--- config.mk ---
export PLATFORM = sky130hd
export DESIGN_NAME = pipe_stage_latch
export DESIGN_NICKNAME = d
export VERILOG_FILES = /design/src/rtl/pipe_dbg_pkg.sv /design/src/rtl/sat_counter.sv /design/src/rtl/pipe_stage_latch.sv
export SDC_FILE = /design/constraint.sdc
export NUM_CORES = 1
export LEC_CHECK = 0
export ABC_AREA = 1
export CAP_MARGIN = 20
export CELL_PAD_IN_SITES_DETAIL_PLACEMENT = 1
export CELL_PAD_IN_SITES_GLOBAL_PLACEMENT = 2
export CORE_MARGIN = 2
export CORE_UTILIZATION = 24
export CTS_BUF_LIST = sky130_fd_sc_hd__clkbuf_4 sky130_fd_sc_hd__clkbuf_8 sky130_fd_sc_hd__clkbuf_16
export CTS_CLUSTER_SIZE = 40
export DETAILED_ROUTE_END_ITERATION = 10
export PLACE_DENSITY = 0.87
export SLEW_MARGIN = 40
export SYNTH_ARGS = -nofsm -noshare
export SYNTH_HDL_FRONTEND = slang
export SYNTH_SLANG_ARGS = --single-unit
--- constraint.sdc ---
create_clock -name i_clk -period 3.6 [get_ports i_clk]
set_clock_uncertainty 0.2 [all_clocks]
set_input_delay 1.08 -clock i_clk [delete_from_list [all_inputs] [get_ports i_clk]]
set_output_delay 1.08 -clock i_clk [all_outputs]
set_load 0.05 [all_outputs]
--- src/rtl/pipe_dbg_pkg.sv ---
// Shared constants for the debug-controlled pipeline stage: modes, FSM states,
// end-of-program marker and debug-word field offsets.
package pipe_dbg_pkg;

  localparam logic [1:0] MODE_FROZEN = 2'b00;
  localparam logic [1:0] MODE_CONT   = 2'b01;
  localparam logic [1:0] MODE_STEP   = 2'b11;

  typedef enum logic [2:0] {
    StIdle      = 3'd0,
    StRun       = 3'd1,
    StStepWait  = 3'd2,
    StStepFire  = 3'd3,
    StHalt      = 3'd4
  } state_e;

  localparam logic [31:0] EOF_WORD = 32'h69656F66;

  localparam int unsigned DBG_VALID  = 0;
  localparam int unsigned DBG_EOF    = 1;
  localparam int unsigned DBG_HALTED = 2;
  localparam int unsigned DBG_STATE  = 3;
  localparam int unsigned DBG_PC     = 8;

  // 2'b10 is reserved and parks the stage like frozen.
  function automatic state_e mode_to_state(input logic [1:0] mode);
    case (mode)
      MODE_FROZEN: return StIdle;
      MODE_CONT:   return StRun;
      MODE_STEP:   return StStepWait;
      default:     return StIdle;
    endcase
  endfunction

endpackage

--- src/rtl/sat_counter.sv ---
// Up-counter that sticks at all-ones instead of wrapping.
module sat_counter #(
  parameter int unsigned WIDTH = 16
) (
  input  logic             clk,
  input  logic             rst_n,
  input  logic             en,
  output logic [WIDTH-1:0] count
);

  logic [WIDTH-1:0] count_q;

  always_ff @(posedge clk or negedge rst_n) begin
    if (!rst_n) begin
      count_q <= '0;
    end else if (en && (count_q != '1)) begin
      count_q <= count_q + WIDTH'(1);
    end
  end

  assign count = count_q;

endmodule

--- src/rtl/pipe_stage_latch.sv ---
// Reusable pipeline register with stall/flush, debug run control (freeze,
// run, single-step, halt on end-of-program) and cycle/bubble statistics.
module pipe_stage_latch #(
  parameter int unsigned            NB_INSTRUCT = 32,
  parameter int unsigned            NB_PC       = 32,
  parameter int unsigned            NB_CNT      = 16,
  parameter logic [NB_INSTRUCT-1:0] EOF_WORD    = NB_INSTRUCT'(pipe_dbg_pkg::EOF_WORD),
  parameter int unsigned            NB_DBG      = 8 + NB_PC + NB_INSTRUCT
) (
  input  logic                   i_clk,
  input  logic                   i_reset_n,
  input  logic [1:0]             i_mode,
  input  logic                   i_step,
  input  logic                   i_resume,
  input  logic                   i_stall,
  input  logic                   i_flush,
  input  logic                   i_valid,
  input  logic [NB_INSTRUCT-1:0] i_instruction,
  input  logic [NB_PC-1:0]       i_pc,
  output logic                   o_valid,
  output logic [NB_INSTRUCT-1:0] o_instruction,
  output logic [NB_PC-1:0]       o_pc,
  output logic                   o_eof,
  output logic                   o_halted,
  output logic                   o_advance,
  output logic [NB_CNT-1:0]      o_cycle_cnt,
  output logic [NB_CNT-1:0]      o_bubble_cnt,
  output logic [NB_DBG-1:0]      o_dbg_data
);

  import pipe_dbg_pkg::*;

  state_e                 state_q;
  logic                   step_prev_q;
  logic                   valid_q;
  logic                   eof_q;
  logic [NB_INSTRUCT-1:0] instr_q;
  logic [NB_PC-1:0]       pc_q;

  logic                   halted;
  logic                   step_edge;
  logic                   advance;
  logic                   load_valid;
  logic                   load_eof;
  logic [NB_INSTRUCT-1:0] load_instr;
  logic [NB_PC-1:0]       load_pc;

  // Flush only matters when the stage actually moves; otherwise it is dropped.
  always_comb begin
    halted     = (state_q == StHalt);
    step_edge  = i_step && !step_prev_q;
    advance    = ((state_q == StRun) || (state_q == StStepFire)) && !i_stall && !halted;
    load_valid = i_flush ? 1'b0 : i_valid;
    load_instr = i_flush ? '0 : i_instruction;
    load_pc    = i_flush ? '0 : i_pc;
    load_eof   = !i_flush && i_valid && (i_instruction == EOF_WORD);
  end

  always_ff @(posedge i_clk or negedge i_reset_n) begin
    if (!i_reset_n) begin
      state_q     <= StIdle;
      step_prev_q <= 1'b0;
      valid_q     <= 1'b0;
      eof_q       <= 1'b0;
      instr_q     <= '0;
      pc_q        <= '0;
    end else begin
      step_prev_q <= i_step;

      if (advance) begin
        valid_q <= load_valid;
        instr_q <= load_instr;
        pc_q    <= load_pc;
        eof_q   <= load_eof;
      end

      if (advance && load_eof) begin
        state_q <= StHalt;
      end else begin
        case (state_q)
          StHalt: begin
            if (i_resume) begin
              state_q <= StIdle;
              eof_q   <= 1'b0;
            end
          end
          StStepWait: state_q <= step_edge ? StStepFire : mode_to_state(i_mode);
          default:    state_q <= mode_to_state(i_mode);
        endcase
      end
    end
  end

  sat_counter #(
    .WIDTH (NB_CNT)
  ) u_cycle_cnt (
    .clk   (i_clk),
    .rst_n (i_reset_n),
    .en    (advance),
    .count (o_cycle_cnt)
  );

  sat_counter #(
    .WIDTH (NB_CNT)
  ) u_bubble_cnt (
    .clk   (i_clk),
    .rst_n (i_reset_n),
    .en    (advance && !load_valid),
    .count (o_bubble_cnt)
  );

  always_comb begin
    o_dbg_data                              = '0;
    o_dbg_data[DBG_VALID]                   = valid_q;
    o_dbg_data[DBG_EOF]                     = eof_q;
    o_dbg_data[DBG_HALTED]                  = halted;
    o_dbg_data[DBG_STATE +: 3]              = state_q;
    o_dbg_data[DBG_PC +: NB_PC]             = pc_q;
    o_dbg_data[DBG_PC + NB_PC +: NB_INSTRUCT] = instr_q;
  end

  assign o_valid       = valid_q;
  assign o_instruction = instr_q;
  assign o_pc          = pc_q;
  assign o_eof         = eof_q;
  assign o_halted      = halted;
  assign o_advance     = advance;

endmodule

# After elaboration in Yosys (flattened, before gate mapping)
# Cells that the tools add are included.
# classes
eq_ne,10
n_mux,12
addsub,2
n_reduce_logical,15
# op_table
operator,n
2-to-1 mux 32 bit,2
adder 16 x 1 -> 16 bit (second input constant),2
== test 32 x 31 -> 1 bit (second input constant),1
inequality test 16 bit (second input constant),2
logical AND 1 bit,9
2-to-1 mux 3 bit,3
== test 3 x 2 -> 1 bit (second input constant),2
one-hot mux 3 bit (2 select lines),1
logical NOT 1 bit,5
2-to-1 mux 1 bit,5
one-hot mux 2 bit (2 select lines),1
== test 3 x 1 -> 1 bit (second input constant),1
== test 3 bit (second input constant),1
inequality test 3 x 2 -> 1 bit (second input constant),1
== test 2 x 1 -> 1 bit (second input constant),1
== test 2 bit (second input constant),1
logical OR 1 bit,1
# totals
out_inout_bits,172
wordCells,47
regBits,102

# Logic depth before layout (Yosys ltp)
# Gate-level depths: netlist of the first run.
# depth
depth_word,8
ltp_mapped,10
depth_no_buf,10

# Modules after synthesis
# Synthesis of the first run repeated with hierarchy kept, for this count alone.
# unflattened
hier_cells,729
area_unflattened_um2,5776.8
# modules_own_cells
module,cells_each,n_inst,area_per_inst_um2
pipe_stage_latch,431,1,3659.8
sat_counter,149,2,1058.5

# Least setup slack after synthesis of the first run
# Ideal clock, no wire load.
# synth_path
kind,register -> output
from,register state_q[2]
to,output o_dbg_data[2]
required_ps,2320
path_buffers,1
path_stages_with_launch,4
t_arrival_ps,2465
setup_slack_ps,-145
cell_sequence,dfrtp_1 -> inv_1 -> nor3_1 -> buf_4
# synth_between
elab_chain_cells,1
# synth_lines
item,line,text
from (decl),pipe_stage_latch.sv:33,state_e state_q;
from (signal assigned),pipe_stage_latch.sv:61,state_q <= StIdle;
from (signal assigned),pipe_stage_latch.sv:78,state_q <= StHalt;
from (signal assigned),pipe_stage_latch.sv:83,state_q <= StIdle;
== test 3 bit,pipe_stage_latch.sv:50,halted = (state_q == StHalt);
to (decl),pipe_stage_latch.sv:28,output logic [NB_DBG-1:0] o_dbg_data
# No other way between the ends.

# Worst setup path in the final report of the first run
# layout_path
from,register state_q[1]
to,output o_dbg_data[2]
# The elaborated chain is that of the path after synthesis.

==> results.tsv, run 1 <==
metric	value	unit
status	complete, no violations	
Die X	154.5	um
placed inst area	7637	sq um
Max stage delay cell, worst path	clkdlybuf4s50_1	
leakage power	3.374	nW
starting density of the core	0.2423	
Cell variety after synth	28	
antenna violations before repair	0	
largest net degree at the start of global routing	135	
number of hold buffers added after CTS	0	
worst skew pair latency	0.35	ns
number of max-cap violations	0	
R2R Path Start	state_q[0]	
CTS tree	done	
Layout Nets	941	
CP startpoint	state_q[1]	
Seq/Total Area, Yosys	0.4695	
slowest stage delay, CP	0.91	ns
Startpoint Class	flip-flop	
Syn Inst Count	701	
IO buf count	242	
Num CTS Buffers	9	
fin cells	1156	
I/O pins	245	
total gr overflow	0	
final WL	16.83	mm
top_reg_cell synth	dfrtp_1	
Root Buffer	clkbuf_16	
Final Critical Period	3.362	ns
share of cells above drive strength 1	0.05281	
via count	4949	
Final Hold Fails	0	
# rows	55	
asr flop ratio synth	1.000	
Min-Delay Startpoint	o_instruction[15]	
DR WL/cell	14.56	um
clock buffer depth	2	
Num Clock Sinks	102	
Slew HR	0.5553	
Setup Viol. Count Final	0	
CP Buf/Inv Count	1	
EDFF count, synth	0	
die area	23870	sq um
Worst-Margin Slew	0.6670	ns
vias in the first global route	5298	
pre-CTS setup slack	0.3289	ns
initial drt markers	123	
clock-pin slew on the worst setup and hold paths	0.08	ns
Post-Place Cells	1140	
setup bufs post-CTS	0	
crit-path cells	nor3_2 -> clkdlybuf4s50_1	
Avg Inst Size Synth	7.755	sq um
chip height	154.5	um
Remaining DRCs	0	
Worst Path Arrival	2.08	ns
RSZ-0062 raised after global routing	no	
hpwl dp	12.40	mm
WP data required	2.32	ns
Hold Crit Class	flip-flop to flip-flop	
Slew Viols, Final	0	
CP max FO	6	
type of the worst setup path	flip-flop to output pin	
Synth Warn #	0	
gr usage total	0.1439	
PwrDens	618.5	nW/um^2
Routed Antenna Nets	0	
final setup TNS	0	ns
Area growth syn-to-layout	46.21	%
Core Box Area	22430	sq um
Pwr Total	4.916	mW
VDD IR-drop max	0.2664	mV
via density per instance	4.281	
crit end category	output pin	
Antenna Cells	0	
first-pass GRT wire length	27.48	mm
setup ws final	0.2381	ns
CTS resizes	0	
Worst path top cell family by delay	buffers and inverters	
highest achievable clock rate	297.4	MHz
post-route cell area	7949	sq um
Worst Hold Slack	0.3138	ns
synthesized area	5436	sq um
# H-tree levels	3	
flops & latches, synth	102	
drt first pass iters	4	
Final period util	0.9339	
gp weighted congestion	0.7413	
post-layout util	0.3543	
[Yosys cell counts, types with 2 or more instances]
| cell | n | area share |
|---|---|---|
| buf_6 | 4 | 0.0083 |
| nor3_1 | 4 | 0.0037 |
| nor2_2 | 4 | 0.0046 |
| xor2_1 | 2 | 0.0032 |
| nand3_1 | 24 | 0.022 |
| inv_2 | 7 | 0.0048 |
| o31ai_1 | 2 | 0.0028 |
| buf_2 | 6 | 0.0055 |
| buf_4 | 69 | 0.095 |
| nand2_4 | 2 | 0.0041 |
| ha_1 | 2 | 0.0046 |
| nand4_1 | 11 | 0.013 |
| nand2_1 | 264 | 0.18 |
| inv_1 | 34 | 0.023 |
| clkbuf_1 | 13 | 0.0090 |
| nand2_2 | 5 | 0.0058 |
| nor2_1 | 46 | 0.032 |
| o21ai_0 | 54 | 0.050 |
| xnor2_1 | 11 | 0.018 |
| dfrtp_1 | 102 | 0.47 |
| o21ai_1 | 26 | 0.024 |
| o21ai_2 | 2 | 0.0032 |
| nor2_4 | 2 | 0.0041 |
[cell usage in the layout (no fill, tap or decap), types with 2 or more instances in the layout]
cell | synthesis | final
nand3_1 | 24 | 24
o31ai_1 | 2 | 2
inv_1 | 34 | 34
inv_6 | 0 | 2
clkdlybuf4s50_1 | 0 | 240
nor2_4 | 2 | 2
buf_12 | 0 | 3
nand2_4 | 2 | 2
xnor2_1 | 11 | 11
nand2_1 | 264 | 264
nand4_1 | 11 | 11
inv_2 | 7 | 7
nor3_1 | 4 | 3
inv_8 | 0 | 2
o21ai_2 | 2 | 2
ha_1 | 2 | 2
nand2_2 | 5 | 5
conb_1 | 1 | 2
nor2_1 | 46 | 46
o21ai_1 | 26 | 26
o21ai_0 | 54 | 54
clkbuf_16 | 0 | 9
xor2_1 | 2 | 2
nor2_2 | 4 | 4
dfrtp_1 | 102 | 102
buf_4 | 69 | 2
[layer usage]
layer | GRT usage | part of all wire | vias to the layer above | routed length, um
met4 | 0.04101 | 0.012 | 0 | 201
met5 | 0 | 0 | - | 0
met2 | 0.2470 | 0.49 | 134 | 8207
met1 | 0.1822 | 0.45 | 2343 | 7634
li1 | - | - | 2460 | -
met3 | 0.03166 | 0.047 | 12 | 784
[worst paths after layout]
kind                                    endpoint  slack, ns  cells after the start
min in group asynchronous  u_bubble_cnt.count[4]       0.60                      2
min reg2reg                    o_instruction[15]       0.31                      2
min                            o_instruction[15]       0.31                      2
max                                o_dbg_data[2]       0.24                      2
max reg2reg                u_bubble_cnt.count[9]       1.62                      9
max in group asynchronous      o_instruction[10]       2.18                      2
[kinds of logic (layout without fill, tap and decap cells)]
| family | Yosys count | count (layout) | synth area share |
|---|---|---|---|
| AOI/OAI and AO/OA | 85 | 85 | 0.08262 |
| buffers and inverters | 134 | 303 | 0.1471 |
| other | 1 | 2 | 0.0006898 |
| DFF | 102 | 102 | 0.4695 |
| and+or+nand+nor | 364 | 364 | 0.2746 |
| xor gates and xnor gates | 13 | 13 | 0.02094 |
| adders and majority gates | 2 | 2 | 0.004602 |
[power breakdown]
group          switching (mW)  internal, mW
Sequential              0.210          1.34
Clock                   0.498         0.557
Combinational            1.57         0.745
[layout make-up]
class / count / area, sq um
fill: 2692 / 14490
sequential: 102 / 2552
timing repair buffer: 245 / 2477
multi-input combinational: 466 / 2093
tap: 285 / 356.6
clock buffer: 9 / 225.2
inverter: 42 / 157.7
clock inverter: 7 / 86.33
[flip-flops by register name, summed over array words and instances, names as in the netlist]
register,flops
u_cycle_cnt.count,16
step_prev_q,1
o_instruction,32
o_eof,1
o_valid,1
state_q,3
u_bubble_cnt.count,16
o_pc,32
[worst register-to-register path: cells and delay by family (launching register included)]
family,cells,cell delay [ns]
AND/OR/NAND/NOR,6,0.64
flip-flops,1,0.42
buffers and inverters,3,0.62
Note: power is estimated with default switching activity, not from simulation.
==> inputs of run 2 (changes only) <==
--- a/config.mk
+++ b/config.mk
@@ -12,7 +12,7 @@
 export CORE_MARGIN = 2
-export CORE_UTILIZATION = 24
-export CTS_BUF_LIST = sky130_fd_sc_hd__clkbuf_4 sky130_fd_sc_hd__clkbuf_8 sky130_fd_sc_hd__clkbuf_16
+export CORE_UTILIZATION = 25
+export CTS_BUF_LIST = sky130_fd_sc_hd__clkbuf_8
 export CTS_CLUSTER_SIZE = 40
 export DETAILED_ROUTE_END_ITERATION = 10
-export PLACE_DENSITY = 0.87
+export PLACE_DENSITY = 0.95
 export SLEW_MARGIN = 40
==> constraint.sdc (replaced) <==
create_clock -name i_clk -period 3.6 [get_ports i_clk]
set_clock_uncertainty 0.2 [all_clocks]
set_input_delay 0.36 -clock i_clk [delete_from_list [all_inputs] [get_ports i_clk]]
set_output_delay 0.36 -clock i_clk [all_outputs]
set_load 0.05 [all_outputs]
==> run 2 against run 1 <==
  * Wire length grew 1.5%
  * Hold slack lost 0.090 ns
  * Final area shrank 1.8%
  * Non-clock buffer count grew 1
  * Critical path depth is the same
  * First-iteration DRC count grew 14%
  * Clock-buffer cell count grew 1
  * Die area shrank 3.9%
  * Clock power shrank 29%
  * Combinational power is essentially flat
  * Power shrank 6.1%
  * Via count shrank 0.24%
  * Critical endpoint unchanged
==> results.tsv, run 2 (synthesis results as in run 1) <==
metric	value	unit	change
CP max FO	6		unchanged
Core Box Area	21150	sq um	was 22430 sq um
Slew HR	0.5308		was 0.5553
share of power burned in registers	0.336		was 0.315
status	complete, no violations		unchanged
drt first pass iters	4		unchanged
via count	4937		was 4949
starting density of the core	0.2570		was 0.2423
most frequent cells in the layout	nand2_1 (264), clkdlybuf4s50_1 (240), dfrtp_1 (102)		unchanged
Num CTS Buffers	9		unchanged
FILL cells	2580		was 2692
total gr overflow	0		unchanged
post-route cell area	7807	sq um	was 7949 sq um
first-pass GRT wire length	27.23	mm	was 27.48 mm
Remaining DRCs	0		unchanged
Worst-Margin Slew	0.7038	ns	was 0.6670 ns
leakage power	3.318	nW	was 3.374 nW
final setup TNS	0	ns	unchanged
share of cells above drive strength 1	0.05161		was 0.05281
largest net degree at the start of global routing	89		was 135
Root Buffer	clkbuf_8		was clkbuf_16
IO buf count	242		unchanged
initial drt markers	140		was 123
Antenna Cells	0		unchanged
Num Clock Sinks	102		unchanged
Hold Crit Class	input pin to flip-flop		was flip-flop to flip-flop
via density per instance	4.304		was 4.281
clock buffer depth	2		unchanged
vias in the first global route	5120		was 5298
Routed Antenna Nets	0		unchanged
crit end category	output pin		unchanged
Final Hold Fails	0		unchanged
Gate power share	0.502		was 0.471
CTS resizes	0		unchanged
VDD IR-drop max	0.2593	mV	was 0.2664 mV
Switching Power	2.251	mW	was 2.278 mW
Int Pwr	2.363	mW	was 2.638 mW
Layout Nets	942		was 941
setup bufs post-CTS	0		unchanged
placed inst area	7607	sq um	was 7637 sq um
Setup Viol. Count Final	0		unchanged
gp weighted congestion	0.7689		was 0.7413
I/O pins	245		unchanged
Final period util	0.7991		was 0.9339
WP data required	3.04	ns	was 2.32 ns
Area growth syn-to-layout	43.61	%	was 46.21%
chip height	151.5	um	was 154.5 um
hpwl dp	12.69	mm	was 12.40 mm
Startpoint Class	flip-flop		unchanged
Sw Ratio	0.4878		was 0.4634
RSZ-0062 raised after global routing	no		unchanged
Slew Viols, Final	0		unchanged
most common cell after layout, fill and taps aside	nand2_1		unchanged
highest achievable clock rate	347.6	MHz	was 297.4 MHz
Final Critical Period	2.877	ns	was 3.362 ns
# H-tree levels	3		unchanged
Worst Path Arrival	2.32	ns	was 2.08 ns
gr usage total	0.1531		was 0.1439
final WL	17.09	mm	was 16.83 mm
# rows	53		was 55
Die X	151.5	um	was 154.5 um
DR WL/cell	14.90	um	was 14.56 um
worst skew pair latency	0.39	ns	was 0.35 ns
antenna violations before repair	0		unchanged
clock-pin slew on the worst setup and hold paths	0.11	ns	was 0.08 ns
clock power share	0.162		was 0.214
number of max-cap violations	0		unchanged
type of the worst setup path	flip-flop to output pin		unchanged
PwrDens	591.0	nW/um^2	was 618.5 nW/um^2
CTS tree	done		unchanged
die area	22940	sq um	was 23870 sq um
==> run 2: changes by cell type in the layout (fill, tap and decap cells not counted) <==
cell,before,now
buf_12,3,2
buf_4,2,3
bufinv_16,1,0
clkbuf_16,9,0
clkbuf_8,0,10
clkinv_2,0,1
dlygate4sd3_1,0,1
inv_6,2,1
nor3_1,3,4
nor3_2,1,0
==> run 2: metal layers <==
metal,GRT usage,part of all wire,up-vias
met4,0.04907,0.013,0
met3,0.03383,0.054,11
met1,0.1963,0.45,2322
li1,-,-,2460
met5,0,0,-
met2,0.2568,0.49,144
==> run 2: area by class of cell <==
cell class | instances | area, sq um | area share
Tap cell | 275 | 344.1 | 0.04407
Inverter | 42 | 157.7 | 0.02019
Multi-Input combinational cell | 466 | 2088 | 0.2675
Clock inverter | 6 | 52.55 | 0.006731
Timing Repair Buffer | 246 | 2475 | 0.3170
Sequential cell | 102 | 2552 | 0.3269
Clock buffer | 10 | 137.6 | 0.01763
==> run 2: path summary, 6_finish.rpt <==
check / end / cells past startpoint / slack (ns) / from
max: o_dbg_data[2] / 2 / 0.72 / state_q[0]
min: step_prev_q / 1 / 0.22 / i_step
max reg2reg: u_bubble_cnt.count[11] / 8 / 1.62 / state_q[0]
min reg2reg: o_instruction[12] / 2 / 0.32 / o_instruction[12]
max in group asynchronous: o_instruction[21] / 3 / 2.09 / i_reset_n
min in group asynchronous: u_bubble_cnt.count[2] / 2 / 0.34 / i_reset_n
==> run 2: power groups by stage <==
stage / combinational (mW) / sequential, mW / clock (mW)
finish: 2.32 / 1.55 / 0.747
global route: 2.43 / 1.59 / 0.837
CTS: 2.34 / 1.56 / 0.794
detailed placement: 2.33 / 1.57 / 0
global placement: 2.31 / 1.57 / 0
floorplan: 1.00 / 2.19 / 0
==> run 2: what timing repair did <==
item / in CTS / in global routing
hold buffers: 1 / 0
setup endpoints to repair: 0 / 0
hold endpoints to repair: 50 / 0
==> run 2: through the flow <==
stage          utilization  power (mW)  hold slack [ns]  setup slack (ns)  std cells
2_1_floorplan            -       3.195          -0.1356            0.5753        702
3_3_place_gp        0.3596       3.872           0.2431             1.173       1130
3_5_place_dp        0.3596       3.907           0.2564             1.095       1130
4_1_cts             0.3691       4.691           0.1928            0.6327       1147
5_1_grt             0.3691       4.857           0.2009            0.5708       1147
6_report            0.3691       4.614           0.2238            0.7234       1147
==> run 2: critical path, stage by stage (launching register included) <==
cell and delay [ns]:
dfrtp_1 0.42, nor3_1 0.52, clkdlybuf4s50_1 0.98
